`src/rtl/wb_byte_master.sv`:
```
// Byte-command-driven single-cycle Wishbone initiator (write 0x57 / read 0x52 frames).
// Optional bus timeout enabled by defining WB_BYTE_MASTER_TIMEOUT_EN.
module wb_byte_master #(
  parameter int unsigned TIMEOUT_CYCLES = 255
) (
  input  logic        i_clk,
  input  logic        i_reset,
  input  logic [7:0]  i_rx_data,
  input  logic        i_rx_valid,
  output logic        o_rx_ready,
  output logic [7:0]  o_tx_data,
  output logic        o_tx_valid,
  input  logic        i_tx_ready,
  output logic [31:0] o_wb_adr,
  output logic [31:0] o_wb_dat,
  input  logic [31:0] i_wb_dat,
  output logic        o_wb_we,
  output logic [3:0]  o_wb_sel,
  output logic        o_wb_stb,
  output logic        o_wb_cyc,
  input  logic        i_wb_ack,
  output logic        o_busy
);
  localparam logic [7:0] OpWrite = 8'h57;
  localparam logic [7:0] OpRead  = 8'h52;
  localparam logic [7:0] RespAck = 8'h06;
  localparam logic [7:0] RespNak = 8'h15;

  typedef enum logic [2:0] {StIdle, StAddr, StData, StBus, StResp} state_e;

  state_e      state_q, state_d;
  logic [1:0]  cnt_q, cnt_d;
  logic [31:0] adr_q, adr_d;
  logic [31:0] dat_q, dat_d;
  logic [31:0] resp_q, resp_d;
  logic        we_q, we_d;
  logic        cyc_q, cyc_d;
  logic        rx_fire, tx_fire, ack, expired;

  assign rx_fire = i_rx_valid & o_rx_ready;
  assign tx_fire = o_tx_valid & i_tx_ready;
  assign ack     = i_wb_ack & cyc_q;

`ifdef WB_BYTE_MASTER_TIMEOUT_EN
  localparam int unsigned TmoW = $clog2(TIMEOUT_CYCLES + 1);
  logic [TmoW-1:0] tmo_q;

  // Zero outside BUS so it is clear on the first BUS cycle.
  always_ff @(posedge i_clk) begin
    if (i_reset || state_q != StBus) begin
      tmo_q <= '0;
    end else begin
      tmo_q <= tmo_q + 1'b1;
    end
  end

  assign expired = (state_q == StBus) && (tmo_q == TmoW'(TIMEOUT_CYCLES - 1));
`else
  assign expired = 1'b0;
`endif

  always_comb begin
    state_d = state_q;
    cnt_d   = cnt_q;
    adr_d   = adr_q;
    dat_d   = dat_q;
    resp_d  = resp_q;
    we_d    = we_q;
    cyc_d   = cyc_q;
    unique case (state_q)
      StIdle: begin
        if (rx_fire) begin
          cnt_d = '0;
          if (i_rx_data == OpWrite || i_rx_data == OpRead) begin
            we_d    = (i_rx_data == OpWrite);
            state_d = StAddr;
          end else begin
            // Single-byte responses start at cnt=3 so RESP ends after one byte.
            resp_d  = {RespNak, 24'h0};
            cnt_d   = 2'd3;
            state_d = StResp;
          end
        end
      end
      StAddr: begin
        if (rx_fire) begin
          adr_d = {adr_q[23:0], i_rx_data};
          cnt_d = cnt_q + 2'd1;
          if (cnt_q == 2'd3) begin
            state_d = we_q ? StData : StBus;
            cyc_d   = ~we_q;
          end
        end
      end
      StData: begin
        if (rx_fire) begin
          dat_d = {dat_q[23:0], i_rx_data};
          cnt_d = cnt_q + 2'd1;
          if (cnt_q == 2'd3) begin
            state_d = StBus;
            cyc_d   = 1'b1;
          end
        end
      end
      StBus: begin
        if (ack) begin
          cyc_d   = 1'b0;
          state_d = StResp;
          resp_d  = we_q ? {RespAck, 24'h0} : i_wb_dat;
          cnt_d   = we_q ? 2'd3 : 2'd0;
        end else if (expired) begin
          cyc_d   = 1'b0;
          state_d = StResp;
          resp_d  = {RespNak, 24'h0};
          cnt_d   = 2'd3;
        end
      end
      StResp: begin
        if (tx_fire) begin
          resp_d = {resp_q[23:0], 8'h0};
          cnt_d  = cnt_q + 2'd1;
          if (cnt_q == 2'd3) begin
            state_d = StIdle;
          end
        end
      end
      default: state_d = StIdle;
    endcase
  end

  always_ff @(posedge i_clk) begin
    if (i_reset) begin
      state_q <= StIdle;
      cnt_q   <= '0;
      adr_q   <= '0;
      dat_q   <= '0;
      resp_q  <= '0;
      we_q    <= 1'b0;
      cyc_q   <= 1'b0;
    end else begin
      state_q <= state_d;
      cnt_q   <= cnt_d;
      adr_q   <= adr_d;
      dat_q   <= dat_d;
      resp_q  <= resp_d;
      we_q    <= we_d;
      cyc_q   <= cyc_d;
    end
  end

  assign o_rx_ready = (state_q == StIdle) || (state_q == StAddr) || (state_q == StData);
  assign o_tx_valid = (state_q == StResp);
  assign o_tx_data  = resp_q[31:24];
  assign o_wb_adr   = adr_q;
  assign o_wb_dat   = dat_q;
  assign o_wb_we    = we_q;
  assign o_wb_sel   = {4{cyc_q}};
  assign o_wb_stb   = cyc_q;
  assign o_wb_cyc   = cyc_q;
  assign o_busy     = (state_q != StIdle);
endmodule

```
`config.mk`:
```
export PLATFORM = sky130hd
export DESIGN_NAME = wb_byte_master
export DESIGN_NICKNAME = d
export VERILOG_FILES = /design/src/rtl/wb_byte_master.sv
export SDC_FILE = /design/constraint.sdc
export NUM_CORES = 1
export LEC_CHECK = 0
export ABC_AREA = 0
export CORE_UTILIZATION = 42
export CTS_BUF_LIST = sky130_fd_sc_hd__clkbuf_8
export DETAILED_ROUTE_END_ITERATION = 10
export PLACE_DENSITY_LB_ADDON = 0.1
export SKIP_CTS_REPAIR_TIMING = 1
export SLEW_MARGIN = 20
export SYNTH_ARGS = -nofsm -noshare
export SYNTH_HDL_FRONTEND = slang
export SYNTH_SLANG_ARGS = --single-unit
```
`constraint.sdc`:
```
create_clock -name i_clk -period 1.88 [get_ports i_clk]
set_input_delay 0.376 -clock i_clk [delete_from_list [all_inputs] [get_ports i_clk]]
set_output_delay 0.376 -clock i_clk [all_outputs]
set_load 0.01 [all_outputs]
```
# [After elaboration in Yosys (flattened, before gate mapping)]
# Index checks and enable logic that the tools add are counted.
[word_totals] in_bits=45 reg_bits=103 output_inout_bits=82 wordCells=75
[classes] n_addsub=1 n_bitwise=4 reduce_logical=16 mux=30 n_eq_ne=17
[op_table] op="$mux W32" count=5
[op_table] op="$pmux W32 S3" count=1
[op_table] op="$mux W3" count=9
[op_table] op="$eq A8 B7 Y1 const B" count=2
[op_table] op="$pmux W3 S5" count=1
[op_table] op="$ne A2 B2 Y1 const B" count=7
[op_table] op="$mux W2" count=6
[op_table] op="$reduce_and A5 Y1" count=2
[op_table] op="$reduce_bool A3 Y1" count=3
[op_table] op="$pmux W2 S4" count=1
[op_table] op="$reduce_and A8 Y1" count=1
[op_table] op="$eq A3 B2 Y1 const B" count=2
[op_table] op="$mux W1" count=6
[op_table] op="$ne A2 B1 Y1 const B" count=3
[op_table] op="$reduce_and A6 Y1" count=1
[op_table] op="$reduce_and A2 Y1" count=2
[op_table] op="$reduce_bool A4 Y1" count=1
[op_table] op="$and A1 B1 Y1" count=3
[op_table] op="$eq A3 B1 Y1 const B" count=1
[op_table] op="$eq A3 B3 Y1 const B" count=1
[op_table] op="$logic_not A3 Y1" count=1
[op_table] op="$logic_or A1 B1 Y1" count=3
[op_table] op="$pmux W1 S3" count=1
[op_table] op="$reduce_and A3 Y1" count=1
[op_table] op="4 further kinds" count=4

# [Longest topological paths before layout]
# Gate-level depths: netlist of run 1.
[depth] depth_word=6 depth_mapped=7 mapped_depth_nobuf=6

# [Least setup slack after synthesis of run 1]
# Ideal clock, no wire load.
[synth_path] kind="input to register" from="in i_rx_valid" to="reg resp_q[15]" arrival_ns=1.439 slack_ns=0.301 n_path_buf=2 setup_ns=0.141 path_stages=6 t_required_ns=1.739 cell_sequence="clkbuf_1 a2bb2oi_2 o211ai_2 buf_4 a221oi_2 nor3_2"
[synth_via] elab_chain_cells=3
[synth_lines] element="from (decl)" line_no="9" text="input logic i_rx_valid,"
[synth_lines] element="$and A1 B1 Y1" line_no="40" text="assign rx_fire = i_rx_valid & o_rx_ready;"
[synth_lines] element="$ne A2 B2 Y1 (no source line)"
[synth_lines] element="$reduce_and A5 Y1 (no source line)"
[synth_lines] element="to (signal assigned)" line_no="145" text="resp_q <= resp_d;"
[synth_lines] element="to (decl)" line_no="35" text="logic [31:0] resp_q, resp_d;"
# Every way passes these cells.
# A chain may end at the register's enable or synchronous reset.

# [Worst setup path in the final report of run 1]
[layout_path] from="reg state_q[1]" to="reg resp_q[20]"
[layout_via] elab_chain_cells=6 elab_cells_between_ends=16 classes_between="8 x eq/ne; 1 x mux; 2 x bitwise; 5 x reduce/logical"
[layout_lines] element="from (decl)" line_no="31" text="state_e state_q, state_d;"
[layout_lines] element="from (signal assigned)" line_no="133" text="state_q <= StIdle;"
[layout_lines] element="from (signal assigned)" line_no="141" text="state_q <= state_d;"
[layout_lines] element="$eq A3 B1 Y1 / $logic_not A3 Y1 (equally long branches)" line_no="151, 70"
[layout_lines] element="$logic_or A1 B1 Y1 (2 in a row)" line_no="151" text="assign o_rx_ready = (state_q == StIdle) || (state_q == StAddr) || (state_q == StData);"
[layout_lines] element="$and A1 B1 Y1" line_no="40"
[layout_lines] element="$ne A2 B2 Y1 (no source line)"
[layout_lines] element="$reduce_and A5 Y1 (no source line)"
# Parallel ways exist; a longest one is shown, timed or not.

==> results of run 1 <==
power breakdown:
group | internal [mW] | switching, mW
sequential | 2.42 | 0.185
clock | 0.554 | 0.827
combinational | 1.23 | 1.29
worst max path at each step:
stage | from | end | cells past startpoint
after global placement | i_rx_data[6] | resp_q[28] | 7
after global routing | state_q[1] | resp_q[3] | 7
after floorplan | i_rx_valid | resp_q[15] | 6
after detailed placement | i_rx_data[6] | resp_q[28] | 7
final | state_q[1] | resp_q[20] | 7
after CTS | state_q[0] | o_tx_valid | 4
stage by stage:
step           total power, mW  worst slack (ns)
6_report                  6.51            0.0693
5_1_grt                   6.88           0.00756
3_3_place_gp              4.84            -0.323
2_1_floorplan             4.22             0.301
4_1_cts                   6.30            -0.325
3_5_place_dp              4.90            -0.331
final cells by class:
class / count / share of cell area
repair buffers: 176 / 0.279
clock buffers: 10 / 0.0215
inverters: 9 / 0.00527
well taps: 136 / 0.0266
flip-flops and latches: 103 / 0.323
clock inverters: 6 / 0.00976
multi-input cells: 360 / 0.334
placed cells by master (no fill, tap or decap), drive strengths merged, types with 2 or more instances in the layout:
master | synthesis | routed
nand2 | 148 | 148
clkdlybuf4s50 | 0 | 118
dfxtp | 103 | 103
a21oi | 81 | 81
buf | 42 | 49
nor2 | 27 | 27
nor3 | 26 | 26
a221oi | 22 | 22
clkbuf | 13 | 12
inv | 9 | 12
nand3 | 11 | 11
dlymetal6s2s | 0 | 7
o21ai | 6 | 6
and2 | 4 | 4
o211ai | 3 | 3
clkinv | 0 | 3
nor2b | 2 | 2
a211oi | 2 | 2
o211a | 1 | 2
a311oi | 2 | 2
nor4 | 2 | 2
cells by family after synthesis:
kind of cell,Yosys count,share of synthesized area
adder cells (fa/ha/maj),1,0.00277
XOR/XNOR,2,0.00387
buffers and inverters,64,0.0855
AO/OA/AOI/OAI,127,0.211
multiplexers,1,0.00221
flip-flops,103,0.456
AND/OR/NAND/NOR,228,0.239
state kept, by name, summed over array words and instances (netlist names):
register	count
cnt_q	2
o_wb_adr	32
o_wb_cyc	1
o_wb_dat	32
o_wb_we	1
resp_q	32
state_q	3
routing by layer:
layer / vias up / global-route usage
met1: 1952 / 0.290
li1: 2057 / -
met2: 125 / 0.319
met4: 0 / 0.0446
met5: - / 0
met3: 8 / 0.0482
worst max-delay path, stage by stage, from the launching register on:
cell       delay (ns)
dfxtp_4          0.40
or2_4            0.28
a2bb2oi_4        0.17
buf_4            0.15
o211ai_4         0.33
clkbuf_16        0.25
a221oi_2         0.05
nor3_2           0.12
==> flow_summary.ini, run 1 <==
[logic_synthesis]
synth.avg_cell_area_um2 = 8.60
synth.most_common_cell = nand2_1
synthArstFlopShare = 0
synth.net_count = 572
ys.warnings.count = 0
ys.flop_type = dfxtp_1
syn_area_um2 = 4520
synthTopCellsByCount = 147 x nand2_1, 103 x dfxtp_1, 81 x a21oi_1
yosysTopAreaCellShare = 0.456
yosysTopAreaCell = dfxtp_1
syn_inst = 526
synth_area_leaders = dfxtp_1 46%, nand2_1 12%, a21oi_1 9.0%, a221oi_2 6.6%, nor3_2 4.4%
yosysUniqueCellTypes = 53
ys_seq_elements = 103
synth_edf_count = 0
ys_seq_area_frac = 0.456

[clock_tree]
numClockSinks = 103
clkLatencyLatePin_ns = 0.36
cts_buffers = 9
cts_tree = yes
clockBufferDepth = 2
cts-htree-levels = 3
clk_pin_slew_ns = 0.11
clock_tree.root_cell = clkbuf_8

[route]
drt_iter0_drc = 167
wl_per_cell_um = 14.8
routed_wl_um = 11800
drtAntennaViolNets = 0
via_count = 4142
route.detailed.drc = 0
viasPerCell = 5.18
met1Wirelength_um = 5510
wl_met3_um = 721
highest_layer = met4
dr.pass1.iters = 5
wl_met2_um = 5480

[setup_path]
reg2reg_depth = 7
timing.rr.end = resp_q[20]
rr_startpoint = state_q[1]
crit_type = flop to flop
ff2ff_setup_slack_ns = 0.07
critical_path_required_ns = 2.18
cp.arrival_ns = 2.11
path_max_fanout = 10
critPathCaptureType = flop
crit_path_start_kind = flop

[place]
io_buffer_count = 126
placed_cells = 778
place_congestion = 0.839
place_hpwl_um = 7990
place_area_um2 = 6050

[sta]
finalSetupTns_ns = 0
hold-worst-slack_ns = 0.414
fin_crit_sh = 0.963
final-hold-violation-count = 0
worst_slew_pin_slew_ns = 0.455
skew_ns = 0.00978
rsz0062_at_grt = false
maxSlewHeadroom = 0.697
maxSlewViolCount = 0
layout_min_cycle_time_ns = 1.81
fmax_mhz = 552
finalSetupViolCount = 0

[global_route]
antenna_found_initial = 0
grt_pass1_vias = 3725
grt_pass1_wl_um = 18500
grt_overflow = 0
grt_max_degree = 38
grt_use_total = 0.206

[layout]
fin_cells = 800
drive_gt1_frac = 0.191
fillers = 950
nNetsFinal = 705
seqCellArea_um2 = 2070
n_antenna_cell = 0
area_growth_pct = 41.7
multiInputGateArea_um2 = 2140
stdcell_area_um2 = 6410
utilization = 0.618

[worst_hold_path]
min_from = i_rx_data[6]
hold_path_end = o_wb_adr[6]
whs_path_depth = 4
hp-class = input port to flop

[die]
io_pins = 127
start_util = 0.436
die_w_um = 106
rows = 37
dieArea_um2 = 11200
die_h_um = 106
coreArea_um2 = 10400

[pwr]
irDropWorstVdd_v = 0.000660
pwr_density_cell_nw_per_um2 = 1020
leakage_nw = 2.30

[job]
drv_cap = 0

[outcome]
status = finished clean
No activity file was read; power rests on OpenSTA's default activity.
==> run 2, diff against run 1 <==
--- a/config.mk
+++ b/config.mk
@@ -7,7 +7,7 @@
 export LEC_CHECK = 0
 export ABC_AREA = 0
 export CORE_UTILIZATION = 42
-export CTS_BUF_LIST = sky130_fd_sc_hd__clkbuf_8
+export CTS_BUF_LIST = sky130_fd_sc_hd__clkbuf_16
 export DETAILED_ROUTE_END_ITERATION = 10
 export PLACE_DENSITY_LB_ADDON = 0.1
 export SKIP_CTS_REPAIR_TIMING = 1
==> run 2 against run 1 <==
Register-to-register slack barely moved. Critical path depth rose by 2. Clock skew fell by 0.0025 ns. Combinational power barely moved. Hold slack improved by 0.030 ns. Cell count rose by 0.38%. Count of clock-buffer cells in the layout fell by 1. Via count fell by 0.31%. Setup slack got worse by 0.036 ns. Non-clock buffer count rose by 2. Sequential power barely moved.
==> flow_summary.ini, run 2 (synthesis gave the netlist of run 1 again) <==
[outcome]
status = finished clean

[clock_tree]
clock_tree.root_cell = clkbuf_16
numClockSinks = 103
cts-htree-levels = 3
cts_buffers = 9
cts_tree = yes
clockBufferDepth = 2
clk_pin_slew_ns = 0.07
clkLatencyLatePin_ns = 0.34

[layout]
mostFrequentLayoutCell = nand2_1
multiInputGateArea_um2 = 2160
seqCellArea_um2 = 2070
fillers = 934
nNetsFinal = 708
layout_common_cells = 147 x nand2_1, 119 x clkdlybuf4s50_1, 100 x dfxtp_1
n_antenna_cell = 0
drive_gt1_frac = 0.193
stdcell_area_um2 = 6530
utilization = 0.630
area_growth_pct = 44.4

[route]
drtAntennaViolNets = 0
via_count = 4129
drt_iter0_drc = 186
routed_wl_um = 12100
dr.pass1.iters = 4
route.detailed.drc = 0
viasPerCell = 5.14
wl_per_cell_um = 15.1

[sta]
skew_ns = 0.00726
maxSlewViolCount = 0
fmax_mhz = 542
final-hold-violation-count = 0
hold-worst-slack_ns = 0.443
maxSlewHeadroom = 0.694
fin_crit_sh = 0.982
worst_slew_pin_slew_ns = 0.459
finalSetupViolCount = 0
layout_min_cycle_time_ns = 1.85
finalSetupTns_ns = 0

[place]
place_congestion = 0.839
place_hpwl_um = 7990
io_buffer_count = 126
place_area_um2 = 6050

[global_route]
grt_max_degree = 38
grt_pass1_wl_um = 18600
antenna_found_initial = 0
grt_use_total = 0.208
grt_pass1_vias = 3753
grt_overflow = 0

[die]
die_h_um = 106
dieArea_um2 = 11200
coreArea_um2 = 10400
io_pins = 127
start_util = 0.436
rows = 37
die_w_um = 106

[setup_path]
path_max_fanout = 10
crit_path_start_kind = input port
critical_path.max_stage_delay_ns = 0.49
slowest_stage = clkdlybuf4s50_1
cp.arrival_ns = 2.12
crit_chain = clkdlybuf4s50_1, nor4bb_2, buf_4, nand4_1, buf_6, o211ai_4, clkbuf_16, nand2_1, a21oi_1
critical_path_required_ns = 2.15
crit_type = input port to flop
critPathCaptureType = flop
cp_top_family = buffers and inverters
worstPathBufferInverterCount = 4

[pwr]
intPower_mw = 4.59
leakage_nw = 2.35
irDropWorstVdd_v = 0.000808
pwr-share-comb = 0.365
p_clk_frac = 0.260
switching_share = 0.342
seqPwrFrac = 0.375
pwr_density_cell_nw_per_um2 = 1070
p_switching_mw = 2.38

[worst_hold_path]
hp-class = input port to flop

[job]
drv_cap = 0
==> run 2: cell types whose count changed in the layout (fill, tap and decap cells not counted), sizes merged <==
| cell | before | now |
|---|---|---|
| buf | 49 | 51 |
| clkbuf | 12 | 11 |
| clkdlybuf4s50 | 118 | 119 |
| clkinv | 3 | 4 |
| dlymetal6s2s | 7 | 6 |
| o211a | 2 | 3 |
==> run 2: metrics by stage <==
stage	total power, mW	worst slack, ns	cells
floorplan	4.22	0.301	526
global placement	4.84	-0.323	778
detailed placement	4.90	-0.331	778
CTS	6.74	-0.291	794
global route	7.34	-0.0403	803
finish	6.97	0.0335	803
==> run 2: layer usage <==
| metal | up-vias | track usage | wire length (um) |
|---|---|---|---|
| li1 | 2072 | - | - |
| met5 | - | 0 | 0 |
| met3 | 8 | 0.0464 | 647 |
| met4 | 0 | 0.0565 | 156 |
| met1 | 1942 | 0.285 | 5690 |
| met2 | 107 | 0.327 | 5610 |
==> run 2: worst register-to-register path, cell delays in order (launching register included) <==
cell       delay [ns]
dfxtp_4          0.39
or2_4            0.28
a2bb2oi_4        0.16
buf_4            0.15
o211ai_4         0.31
clkbuf_16        0.25
nand2_1          0.07
a21oi_1          0.13
==> run 2: area by class of cell <==
type,count,share of cell area
multi-input cells,361,0.331
flip-flops and latches,103,0.317
repair buffers,178,0.276
clock buffers,9,0.0345
well taps,136,0.0261
clock inverters,7,0.0102
inverters,9,0.00517
==> run 2: path summary, 6_finish.rpt <==
check	start	end	slack, ns	cells past startpoint
min	i_rx_data[4]	o_wb_dat[4]	0.44	4
min reg2reg	o_wb_adr[29]	o_wb_adr[29]	0.46	2
max reg2reg	state_q[1]	resp_q[3]	0.08	7
max	i_rx_data[6]	resp_q[3]	0.03	9
==> run 2: power groups by stage <==
stage / sequential, mW / clock [mW] / combinational (mW)
final: 2.61 / 1.81 / 2.55
after global routing: 2.64 / 1.95 / 2.75
after CTS: 2.59 / 1.87 / 2.27
after detailed placement: 2.64 / 0 / 2.26
after global placement: 2.63 / 0 / 2.20
after floorplan: 2.59 / 0 / 1.63
